File: src/rtl/downsizer_w_splitter.sv
// AXI write-data downsizer: splits each wide W beat into RATIO narrow beats,
// emitting the least-significant lane first, at one narrow beat per cycle.
module downsizer_w_splitter #(
    parameter int S_DATA_WIDTH = 64,
    parameter int M_DATA_WIDTH = 32
) (
    input  logic                      clk,
    input  logic                      rst_n,
    input  logic [S_DATA_WIDTH-1:0]   s_wdata,
    input  logic [S_DATA_WIDTH/8-1:0] s_wstrb,
    input  logic                      s_wlast,
    input  logic                      s_wvalid,
    output logic                      s_wready,
    output logic [M_DATA_WIDTH-1:0]   m_wdata,
    output logic [M_DATA_WIDTH/8-1:0] m_wstrb,
    output logic                      m_wlast,
    output logic                      m_wvalid,
    input  logic                      m_wready,
    output logic                      busy_o
);

    localparam int RATIO    = S_DATA_WIDTH / M_DATA_WIDTH;
    localparam int CNT_W    = (RATIO > 2) ? $clog2(RATIO) : 1;
    localparam int S_STRB_W = S_DATA_WIDTH / 8;
    localparam int M_STRB_W = M_DATA_WIDTH / 8;
    localparam logic [CNT_W-1:0] LAST_LANE = CNT_W'(RATIO - 1);

    if ((RATIO < 2) || ((RATIO & (RATIO - 1)) != 0) ||
        ((S_DATA_WIDTH % M_DATA_WIDTH) != 0) || ((M_DATA_WIDTH % 8) != 0)) begin : g_bad_params
        $error("downsizer_w_splitter: width ratio must be a power of two >= 2 and M_DATA_WIDTH a multiple of 8");
    end

    typedef enum logic {
        ST_IDLE = 1'b0,
        ST_SEND = 1'b1
    } state_t;

    state_t                r_state;
    logic [S_DATA_WIDTH-1:0] r_hold_data;
    logic [S_STRB_W-1:0]   r_hold_strb;
    logic                  r_hold_last;
    logic [CNT_W-1:0]      r_lane_cnt;

    state_t                w_state_nxt;
    logic [CNT_W-1:0]      w_lane_nxt;
    logic                  w_load;
    logic                  w_vld;
    logic                  w_last_lane;
    logic                  w_m_fire;
    logic                  w_s_fire;
    logic [M_DATA_WIDTH-1:0] w_lane_data;
    logic [M_STRB_W-1:0]   w_lane_strb;

    assign w_vld       = (r_state == ST_SEND);
    assign w_last_lane = (r_lane_cnt == LAST_LANE);
    assign w_m_fire    = w_vld & m_wready;

    // The final lane's handshake frees the holding stage in the same cycle,
    // which lets the next wide beat load with no bubble.
    assign s_wready = rst_n & (~w_vld | (w_m_fire & w_last_lane));
    assign w_s_fire = s_wvalid & s_wready;

    // NOTE: every signal written in always_comb gets a default first; a path that
    // leaves one unassigned would infer a latch.
    always_comb begin
        w_state_nxt = r_state;
        w_lane_nxt  = r_lane_cnt;
        w_load      = 1'b0;
        case (r_state)
            ST_IDLE: begin
                if (w_s_fire) begin
                    w_load      = 1'b1;
                    w_lane_nxt  = '0;
                    w_state_nxt = ST_SEND;
                end
            end
            ST_SEND: begin
                if (w_m_fire) begin
                    if (!w_last_lane) begin
                        w_lane_nxt = r_lane_cnt + CNT_W'(1);
                    end else if (w_s_fire) begin
                        w_load     = 1'b1;
                        w_lane_nxt = '0;
                    end else begin
                        w_lane_nxt  = '0;
                        w_state_nxt = ST_IDLE;
                    end
                end
            end
            default: begin
                w_state_nxt = ST_IDLE;
                w_lane_nxt  = '0;
            end
        endcase
    end

    // NOTE: reset is synchronous (sampled on the clock edge), and the holding
    // register is cleared too so the narrow outputs read zero after reset.
    // NOTE: sequential state uses non-blocking assignments only, so every
    // register samples pre-edge values regardless of statement order.
    always_ff @(posedge clk) begin
        if (!rst_n) begin
            r_state     <= ST_IDLE;
            r_lane_cnt  <= '0;
            r_hold_data <= '0;
            r_hold_strb <= '0;
            r_hold_last <= 1'b0;
        end else begin
            r_state    <= w_state_nxt;
            r_lane_cnt <= w_lane_nxt;
            if (w_load) begin
                r_hold_data <= s_wdata;
                r_hold_strb <= s_wstrb;
                r_hold_last <= s_wlast;
            end
        end
    end

    always_comb begin
        w_lane_data = '0;
        w_lane_strb = '0;
        for (int i = 0; i < RATIO; i++) begin
            if (r_lane_cnt == CNT_W'(i)) begin
                w_lane_data = r_hold_data[i*M_DATA_WIDTH +: M_DATA_WIDTH];
                w_lane_strb = r_hold_strb[i*M_STRB_W +: M_STRB_W];
            end
        end
    end

    assign m_wdata  = w_lane_data;
    assign m_wstrb  = w_lane_strb;
    assign m_wlast  = r_hold_last & w_last_lane;
    // Qualified by rst_n so an in-flight lane is never offered while reset is held.
    assign m_wvalid = w_vld & rst_n;
    assign busy_o   = w_vld & rst_n;

endmodule

File: config.mk
export PLATFORM = sky130hd
export DESIGN_NAME = downsizer_w_splitter
export DESIGN_NICKNAME = d
export VERILOG_FILES = /design/src/rtl/downsizer_w_splitter.sv
export SDC_FILE = /design/constraint.sdc
export NUM_CORES = 1
export LEC_CHECK = 0
export ABC_AREA = 1
export CORE_MARGIN = 1.5
export CORE_UTILIZATION = 50
export CTS_CLUSTER_DIAMETER = 200
export DETAILED_ROUTE_END_ITERATION = 6
export DONT_BUFFER_PORTS = 1
export GPL_ROUTABILITY_DRIVEN = 0
export RECOVER_POWER = 25
export SYNTH_ARGS = -nofsm -noshare
export SYNTH_HDL_FRONTEND = slang
export SYNTH_SLANG_ARGS = --single-unit
File: constraint.sdc
create_clock -name clk -period 2 [get_ports clk]
set_clock_uncertainty 0.15 [all_clocks]
set_input_delay 0 -clock clk [delete_from_list [all_inputs] [get_ports clk]]
set_output_delay 0 -clock clk [all_outputs]
set_load 0.005 [all_outputs]
==> results.md, run 1 <==
- Status: complete, but fails checks
- Failing checks: negative hold slack
- Worst hold slack: -337 ps
- Number of synthesized register bits: 75
- Antenna cell count: 0
- Slowest stage delay, CP: between 500 and 600 ps
- Core Util, Final: 73.8%
- Post-Syn Area: 3810 µm²
- Max Fanout on Critical Path: 29
- Post-Synthesis Net Count: 689
- Vias in the first global route: 3757
- Final Net Count: 802
- Clk root buf: clkbuf_8
- WL/cell: 13.8 µm
- DRT Pass-1 Iters: 4
- Die area: slightly above 8000 µm²
- CTS max path bufs: 2
- Slew Viols, Final: 0
- Routed vias/inst: 5.06
- CORE AREA: roughly 7300 µm²
- Ys Warns: 0
- Clk sinks: between 70 and 80
- Starting Density: 52.0%
- Vias: 4198
- Post-DP HPWL: 5.31 mm
- Static Leak: between 2 and 3 nW
- Die Wd: 90.3 µm
- GRT Overall Usage: 27.0%
- P&R area growth vs syn: 41.9%
- Relative slew slack: 54.3%
- Worst skew pair latency: 340 ps
- CTS buffer count: 9
- Wirelength, routed: 11.4 mm
- Cell count after synthesis: approximately 610
- CTS H-tree depth: 3
- DRT iter0 DRCs: 288
- Cells along the critical path: nand3_2 -> nand2_2 -> buf_6 -> nand4_1 -> nand2_1 -> dlygate4sd3_1
- Sequential element share of the synthesized area: 39.4%
- Crit path capture type: flop
- CP Data Arrival Time: 2080 ps
- Required time of the critical path: 2140 ps
- Period utilization: 97.0%
- Final min period: 1940 ps
- Remaining DRCs: 0
- Crit path max-delay family: buffers and inverters
- Share of layout cells above drive strength 1: roughly 4%
- Total power per unit cell area: 641 nW/µm²
- Antenna violations before repair: 0
- Postcts setup bufs: 0
- Final Hold Viols: 44
- Die height: between 90 and 100 µm
- Post-synth cell types: 16
- Crit Path Category: reg -> reg
- Setup tns final: 0 ps
- CTS tree: yes
- Worst Setup Start Kind: flop
- Highest clock rate: 0.515 GHz
- Max-cap violations: 0
- Gr ovfl total: 0
- IO Count: 117
- Peak VDD IR: roughly 0.00042 V
- Port Buffers: 0
- Setup Viol. Count Final: 0
- Crit-path slowest cell: dlygate4sd3_1
- Reg-to-reg slack, setup: 60 ps
- Number of routed nets with antenna violations: 0
- Synthesized area per cell: a little over 6 µm²
- Hold Path Class: in -> reg
- Worst-path clk slew: 70 ps
- Largest net degree at the start of global routing: 152
- First-pass GRT wire length: 17.9 mm
- Worst slew pin tran: 686 ps
- Row cnt: 31
- Buf+Inv Stages, Crit Path: 2
## final cells by class
class | instances | area (µm²)
fill | 560 | 1920
multi-input combinational | 411 | 1760
timing repair buffer | 150 | 1520
sequential | 75 | 1510
inverter | 78 | 293
clock buffer | 12 | 165
tap | 99 | 124
clock inverter | 4 | 47.5
## synthesized netlist by cell type
| master | count | area (µm²) |
|---|---|---|
| nand2_1 | 330 | 1240 |
| nor3b_1 | 1 | 7.51 |
| nand3b_1 | 1 | 7.51 |
| inv_1 | 77 | 289 |
| buf_2 | 18 | 90.1 |
| a21oi_1 | 3 | 15.0 |
| buf_1 | 5 | 18.8 |
| clkinv_1 | 1 | 3.75 |
| dfxtp_1 | 75 | 1500 |
| nand3_4 | 1 | 17.5 |
| nand3_2 | 1 | 10.0 |
| clkbuf_1 | 17 | 63.8 |
| buf_6 | 7 | 78.8 |
| nand4_1 | 73 | 457 |
| buf_4 | 1 | 7.51 |
| nand2_2 | 1 | 6.26 |
## state kept, by name, indices dropped and copies added, names as in the netlist
name and cells:
r_hold_data 64, r_hold_strb 8, r_lane_cnt 1, r_hold_last 1, r_state 1
## per-layer routing
layer | track usage (%) | up-vias | part of all wire [%] | wire length [µm]
li1 | - | 2103 | - | -
met1 | 34.2 | 1911 | 42 | 4840
met2 | 45.1 | 158 | 49 | 5600
met3 | 4.88 | 26 | 5.9 | 675
met4 | 11.2 | 0 | 2.7 | 311
met5 | 0 | - | 0 | 0
## final timing paths
| path | to | cells after the start | from |
|---|---|---|---|
| max | r_hold_data[10] | 6 | r_state |
| min | r_hold_data[59] | 2 | rst_n |
| max reg2reg | r_hold_data[10] | 6 | r_state |
| min reg2reg | r_hold_data[0] | 4 | r_hold_data[0] |
## cell usage in the layout, fill, tap and decap left out, types with 2 or more instances in the layout
master / n
dfxtp_1: 72
buf_6: 2
nand2_1: 330
nand4_1: 73
dfxtp_2: 3
a21oi_1: 3
clkinv_2: 2
dlygate4sd3_1: 141
buf_4: 3
inv_1: 77
clkbuf_8: 12
## through the flow
step,hold WS [ps],setup slack (ps),instance area [µm²],std cells,power (mW)
final,-337,59.9,5410,829,3.47
after global routing,-336,-26.9,5410,829,3.62
after CTS,-352,17.3,5110,800,3.45
after detailed placement,-25.2,380,3750,671,2.01
after global placement,-13.6,477,3750,671,2.00
after floorplan,-11.3,755,3810,612,2.01
## repair_timing
action	4_1_cts	5_1_grt
endpoints found under the hold margin	78	55
resized for setup	0	4
setup endpoints to repair	0	18
hold buffers	113	29
## kinds of logic (layout without fill, tap and decap cells)
group | after synthesis | in the layout | share of synthesized area (%)
AO/OA/AOI/OAI | 3 | 3 | 0.394
buffers and inverters | 126 | 244 | 14.5
flip-flops | 75 | 75 | 39.4
AND/OR/NAND/NOR | 408 | 408 | 45.8
## power breakdown
| part | total (mW) | switching (mW) | internal, mW |
|---|---|---|---|
| Sequential | 1.65 | 0.0547 | 1.60 |
| Clock | 1.24 | 0.562 | 0.675 |
| Combinational | 0.579 | 0.290 | 0.289 |
No activity file was read; power rests on OpenSTA's default activity.
==> inputs of run 2 (changes only) <==
SETUP_SLACK_MARGIN = 0.1   (was not set)
SLEW_MARGIN = 20   (was not set)
==> run 2 against run 1 <==
Largest cell class unchanged. Highest routed layer unchanged. Utilization decreased by 8.6 points. The flow still finishes with violations (negative hold slack). Worst setup slack improved by 200 ps. Critical path depth decreased by 2. Largest power group unchanged.
==> results.md, run 2 (synthesized netlist as in run 1, its figures left out) <==
- Remaining DRCs: 0 (unchanged)
- CTS resizes: 0 (unchanged)
- Hold Path Class: in -> reg
- First-pass GRT wire length: 16.9 mm (-6.0%)
- Postcts setup bufs: 0 (unchanged)
- Highest clock rate: 0.575 GHz (+11%)
- Crit-path slowest cell: clkinv_1
- Worst slew pin tran: 654 ps (-31.9 ps)
- Cells along the critical path: clkinv_1 -> buf_12 -> nand2_1 -> nand2_1
- Slowest stage delay, CP: 390 ps (-150 ps)
- P&R area growth vs syn: 25.4%
- Relative slew slack: 56.4% (+2.1 points)
- Crit path max-delay family: buffers and inverters
- CTS H-tree depth: 3 (unchanged)
- Worst path depth: 4 (-2)
- Area of the multi-input gates: 1750 µm² (-0.43%)
- Port Buffers: 0 (unchanged)
- Final Net Count: 741 (-7.6%)
- Gr ovfl total: 0 (unchanged)
- Biggest register: r_hold_data
- Hold Buf Count CTS: 80 (-29%)
- Static Leak: 2.81 nW (-5.4%)
- Fill cells: 654 (+17%)
- Die height: 90.3 µm (unchanged)
- Die Wd: 90.3 µm (unchanged)
- Routed vias/inst: 4.99 (-1.4%)
- Highest Signal Layer: met4
- Peak VDD IR: 0.000415 V (-0.52%)
- Share of layout cells above drive strength 1: 3.89% (-0.22 points)
- Critical R2R Launch: r_state
- Worst min-delay path startpoint: rst_n
- Clk sinks: 75 (unchanged)
- Starting Density: 52.0% (unchanged)
- DRT iter0 DRCs: 214 (-26%)
- Antenna violations before repair: 0 (unchanged)
- Vias in the first global route: 3573 (-4.9%)
- Met3 wire length: 603 µm (-11%)
- CTS tree: yes
- Hold Path End: r_hold_data[59]
- Worst Setup Start Kind: flop
- Number of routed nets with antenna violations: 0 (unchanged)
- Total power per unit cell area: 705 nW/µm² (+10%)
- Worst hold slack: -335 ps (+2.19 ps)
- Buf+Inv Stages, Crit Path: 2 (unchanged)
- Sequential Area: 1500 µm² (-0.17%)
- Max-cap violations: 0 (unchanged)
- Setup Viol. Count Final: 0 (unchanged)
- Crit path capture type: output pin
- Worst-path clk slew: 70 ps (about the same)
- Crit path top cell by count: nand2_1
- Crit Path Category: reg -> out
- Worst hold stages: 2 (unchanged)
- Status: complete, but fails checks
- Clk root buf: clkbuf_8
- Reg-to-reg slack, setup: 310 ps (+250 ps)
- Failing checks: negative hold slack
- CTS max path bufs: 2 (unchanged)
- Max reg flops: 64 (unchanged)
- DRT Pass-1 Iters: 4 (unchanged)
- CORE AREA: 7330 µm² (unchanged)
- WL met2: 4.72 mm (-16%)
- Slew Viols, Final: 0 (unchanged)
- Metal-1 WL: 4.44 mm (-8.2%)
- Required time of the critical path: 1850 ps (-290 ps)
- Max Fanout on Critical Path: 24 (-17%)
- Die area: 8160 µm² (unchanged)
- Final min period: 1740 ps (-200 ps)
- Post-DP HPWL: 5.31 mm (unchanged)
- GRT Overall Usage: 25.3% (-1.7 points)
- Vias: 3835 (-8.6%)
- Commonest cells after routing, fill and taps aside: nand2_1 (331), dlygate4sd3_1 (80), inv_1 (77), dfxtp_1 (74), nand4_1 (73)
- Largest net degree at the start of global routing: 152 (unchanged)
- Top Registers: r_hold_data: 64 flops, r_hold_strb: 8 flops
- IO Count: 117 (unchanged)
- Worst skew pair latency: 340 ps (about the same)
- Reg2Reg Depth: 5 (-1)
- CP Data Arrival Time: 1590 ps (-490 ps)
- Setup tns final: 0 ps (unchanged)
- Slack of the critical path: 260 ps (+200 ps)
- Worst slack at placement: 380 ps (unchanged)
- Period utilization: 87.0% (-10 points)
- Most common cell after layout, fill and taps aside: nand2_1
- Row cnt: 31 (unchanged)
- WL/cell: 12.9 µm (-6.1%)
- CTS buffer count: 9 (unchanged)
- Reg2reg end: r_hold_data[54]
- RSZ-0062 raised after global routing: no
- Wirelength, routed: 9.94 mm (-13%)
- Final Hold Viols: 73 (+66%)
- Antenna cell count: 0 (unchanged)
[run 2: changes by cell type in the layout (fill, tap and decap cells not counted), moves of 2 or more]
cell,previous run,this run
buf_6,2,0
buf_4,3,5
dlygate4sd3_1,141,80
dfxtp_1,72,74
dfxtp_2,3,1
[run 2: layer usage]
| layer | GRT usage [%] | vias up |
|---|---|---|
| met5 | 0 | - |
| met2 | 41.4 | 136 |
| met1 | 32.6 | 1707 |
| met3 | 5.05 | 14 |
| met4 | 10.1 | 0 |
| li1 | - | 1978 |
[run 2: layout make-up]
cell class                      instances  area share (%)
Sequential cell                        75            31.4
Clock buffer                           12            3.45
Inverter                               78            6.12
Multi-Input combinational cell        411            36.6
Clock inverter                          4           0.995
Tap cell                               99            2.59
Timing Repair Buffer                   89            18.8
[run 2: worst max path at each step]
| stage | from | endpoint | slack, ps |
|---|---|---|---|
| 6_report | r_lane_cnt | m_wdata[18] | 260 |
| 5_1_grt | r_lane_cnt | m_wdata[28] | 120 |
| 4_1_cts | r_lane_cnt | m_wdata[18] | 200 |
| 3_5_place_dp | r_state | r_hold_data[54] | 380 |
| 3_3_place_gp | r_state | r_hold_data[50] | 480 |
| 2_1_floorplan | r_state | r_hold_data[36] | 760 |
[run 2: where the power goes]
part	switching, mW	internal, mW
combinational	0.265	0.222
sequential	0.0515	1.60
clock	0.561	0.675
[run 2: stage by stage]
step	utilization (%)	power [mW]	cells	area (µm²)	hold WS (ps)
2_1_floorplan	-	2.01	612	3810	-11.3
4_1_cts	65.2	3.41	767	4780	-352
6_report	65.2	3.37	768	4780	-335
5_1_grt	65.2	3.54	768	4780	-341
3_3_place_gp	51.2	2.00	671	3750	-13.6
3_5_place_dp	51.2	2.01	671	3750	-25.2
==> inputs of run 3 (changes only) <==
CELL_PAD_IN_SITES_DETAIL_PLACEMENT = 0   (was not set)
CELL_PAD_IN_SITES_GLOBAL_PLACEMENT = 1   (was not set)
CORE_UTILIZATION = 46   (was 50)
PLACE_DENSITY_LB_ADDON = 0.1   (was not set)
==> run 3 against run 2 <==
The flow still finishes with violations (negative hold slack). Worst hold slack improved by 3.6 ps. Sequential share of layout area is 1.6 points lower. Clock power up 8%. Routed wire length is 4.5% higher. Register-to-register slack lost 90 ps. Via count up 1.8%. Worst setup slack lost 36 ps. Utilization fell by 3.3 points. Count of clock-buffer cells in the layout stayed put. Maximum frequency shrank 2.0%. Design area rose by 5.3%. Sequential power about the same. Critical path type is now reg -> reg. Critical endpoint is now r_hold_last. Largest power group unchanged.
==> results.md, run 3 (synthesized netlist as in run 1, its figures left out) <==
- Worst hold slack: -331 ps (+3.64 ps)
- Max-cap violations: 0 (unchanged)
- Slew Viols, Final: 0 (unchanged)
- Relative slew slack: 57.6% (+1.2 points)
- Status: complete, but fails checks
- Biggest register: r_hold_data
- Static Leak: 2.86 nW (+1.5%)
- Reg2Reg Depth: 5 (unchanged)
- IO Count: 117 (unchanged)
- Largest net degree at the start of global routing: 152 (unchanged)
- Antenna cell count: 0 (unchanged)
- Post-DP HPWL: 5.34 mm (+0.47%)
- Failing checks: negative hold slack
- Worst Setup Start Kind: flop
- Sequential Area: 1500 µm² (unchanged)
- Port Buffers: 0 (unchanged)
- Fin area: 5030 µm² (+5.3%)
- Cell Area, Placed: 3740 µm² (-0.17%)
- Final Non-Filler Cells: 797 (+3.8%)
- Buf+Inv Stages, Crit Path: 1 (-1)
- Hold Buf Count CTS: 104 (+30%)
- Slack of the critical path: 223 ps (-36.3 ps)
- Worst skew pair latency: 350 ps (about the same)
- Row cnt: 33 (+6.5%)
- Worst hold stages: 2 (unchanged)
- CORE AREA: 8130 µm² (+11%)
- Crit Path Category: reg -> reg
- Die height: 94.0 µm (+4.1%)
- Crit path capture type: flop
- Final Hold Viols: 61 (-16%)
- Top Registers: r_hold_data: 64 flops, r_hold_strb: 8 flops
- Pwr Total: 3.50 mW (+3.9%)
- DRT Pass-1 Iters: 4 (unchanged)
- Fill cells: 757 (+16%)
- Worst slew pin tran: 636 ps (-17.9 ps)
- Worst path depth: 5 (+1)
- Remaining DRCs: 0 (unchanged)
- DRT iter0 DRCs: 197 (-7.9%)
- Max Fanout on Critical Path: 16 (-33%)
- Wirelength, routed: 10.4 mm (+4.5%)
- Max reg flops: 64 (unchanged)
- CTS tree: yes
- Required time of the critical path: 2160 ps (+310 ps)
- Vias: 3904 (+1.8%)
- Routed vias/inst: 4.90 (-1.9%)
- Most common cell after layout, fill and taps aside: nand2_1
- Cells along the critical path: nand3_1 -> nand2_4 -> nand4_1 -> dlygate4sd3_1 -> nand2_1
- Area of the multi-input gates: 1760 µm² (+0.43%)
- CTS buffer count: 9 (unchanged)
- Total power per unit cell area: 696 nW/µm² (-1.3%)
- P&R area growth vs syn: 32.0%
- First-pass GRT wire length: 17.0 mm (+1.0%)
- Setup tns final: 0 ps (unchanged)
- CTS max path bufs: 2 (unchanged)
- Peak VDD IR: 0.000335 V (-19%)
- Crit path max-delay family: simple AND/OR/NAND/NOR gates
- Die area: 8840 µm² (+8.4%)
- Clk sinks: 75 (unchanged)
- Vias in the first global route: 3574 (+0.028%)
- Highest clock rate: 0.563 GHz (-2.0%)
- Hold Path Class: in -> reg
- Core Util, Final: 61.9% (-3.3 points)
- Crit-path slowest cell: dlygate4sd3_1
- Gr ovfl total: 0 (unchanged)
- Reg-to-reg slack, setup: 220 ps (-90 ps)
- CTS H-tree depth: 3 (unchanged)
- Worst slack at placement: 338 ps (-42.2 ps)
- Starting Density: 46.9% (-5.1 points)
- Worst-path clk slew: 80 ps (about the same)
- Share of layout cells above drive strength 1: 3.90% (+0.015 points)
- Number of routed nets with antenna violations: 0 (unchanged)
- Slowest stage delay, CP: 590 ps (+200 ps)
- Period utilization: 88.8% (+1.8 points)
- Commonest cells after routing, fill and taps aside: nand2_1 (330), dlygate4sd3_1 (103), inv_1 (77), dfxtp_1 (74), nand4_1 (73)
- CP Data Arrival Time: 1930 ps (+340 ps)
- Die Wd: 94.0 µm (+4.1%)
- Setup Viol. Count Final: 0 (unchanged)
- RSZ-0062 raised after global routing: no
- GRT Overall Usage: 24.7% (-0.60 points)
- Clk root buf: clkbuf_8
- Placed Cells: 677 (+0.89%)
- Final min period: 1780 ps (+36.3 ps)
- Antenna violations before repair: 0 (unchanged)
- WL/cell: 13.0 µm (+0.66%)
- Final Net Count: 764 (+3.1%)
-- run 3: cell count changes in the layout (fill, tap and decap cells not counted), sizes merged --
cell and change:
clkbuf +1, buf -1, clkinv -1, dlygate4sd3 +23, bufinv +1
-- run 3: per-layer routing --
| metal | share of wire (%) | track usage (%) | up-vias |
|---|---|---|---|
| met5 | 0 | 0 | - |
| met4 | 1.5 | 8.71 | 0 |
| met3 | 6.4 | 6.88 | 13 |
| met2 | 46 | 39.4 | 96 |
| met1 | 46 | 31.8 | 1765 |
| li1 | - | - | 2030 |
-- run 3: area by class of cell --
type	instances	area share, %
clock buffers	12	3.08
clock inverters	4	1.44
flip-flops and latches	75	29.9
multi-input cells	411	34.9
repair buffers	112	22.2
well taps	105	2.61
inverters	78	5.82
-- run 3: repair_timing --
action	4_1_cts	5_1_grt
buffers inserted	0	0
gates resized for setup	1	3
endpoints found under the setup margin	14	14
endpoints found under the hold margin	78	64
-- run 3: power by group --
part           switching, mW  total, mW  internal, mW
registers             0.0509       1.65          1.60
clock network          0.574       1.34         0.770
logic                  0.269      0.511         0.242
total                  0.894       3.50          2.61
-- run 3: final timing paths --
check                                     start              end
worst min register to register  r_hold_data[52]  r_hold_data[52]
worst max register to register          r_state      r_hold_last
worst min-delay path                      rst_n  r_hold_data[60]
worst max-delay path                    r_state      r_hold_last
-- run 3: worst reg2reg max path: stages (launching register included) --
cell and delay (ps):
dfxtp_2 390, nand3_1 180, nand2_4 230, nand4_1 120, dlygate4sd3_1 590, nand2_1 70
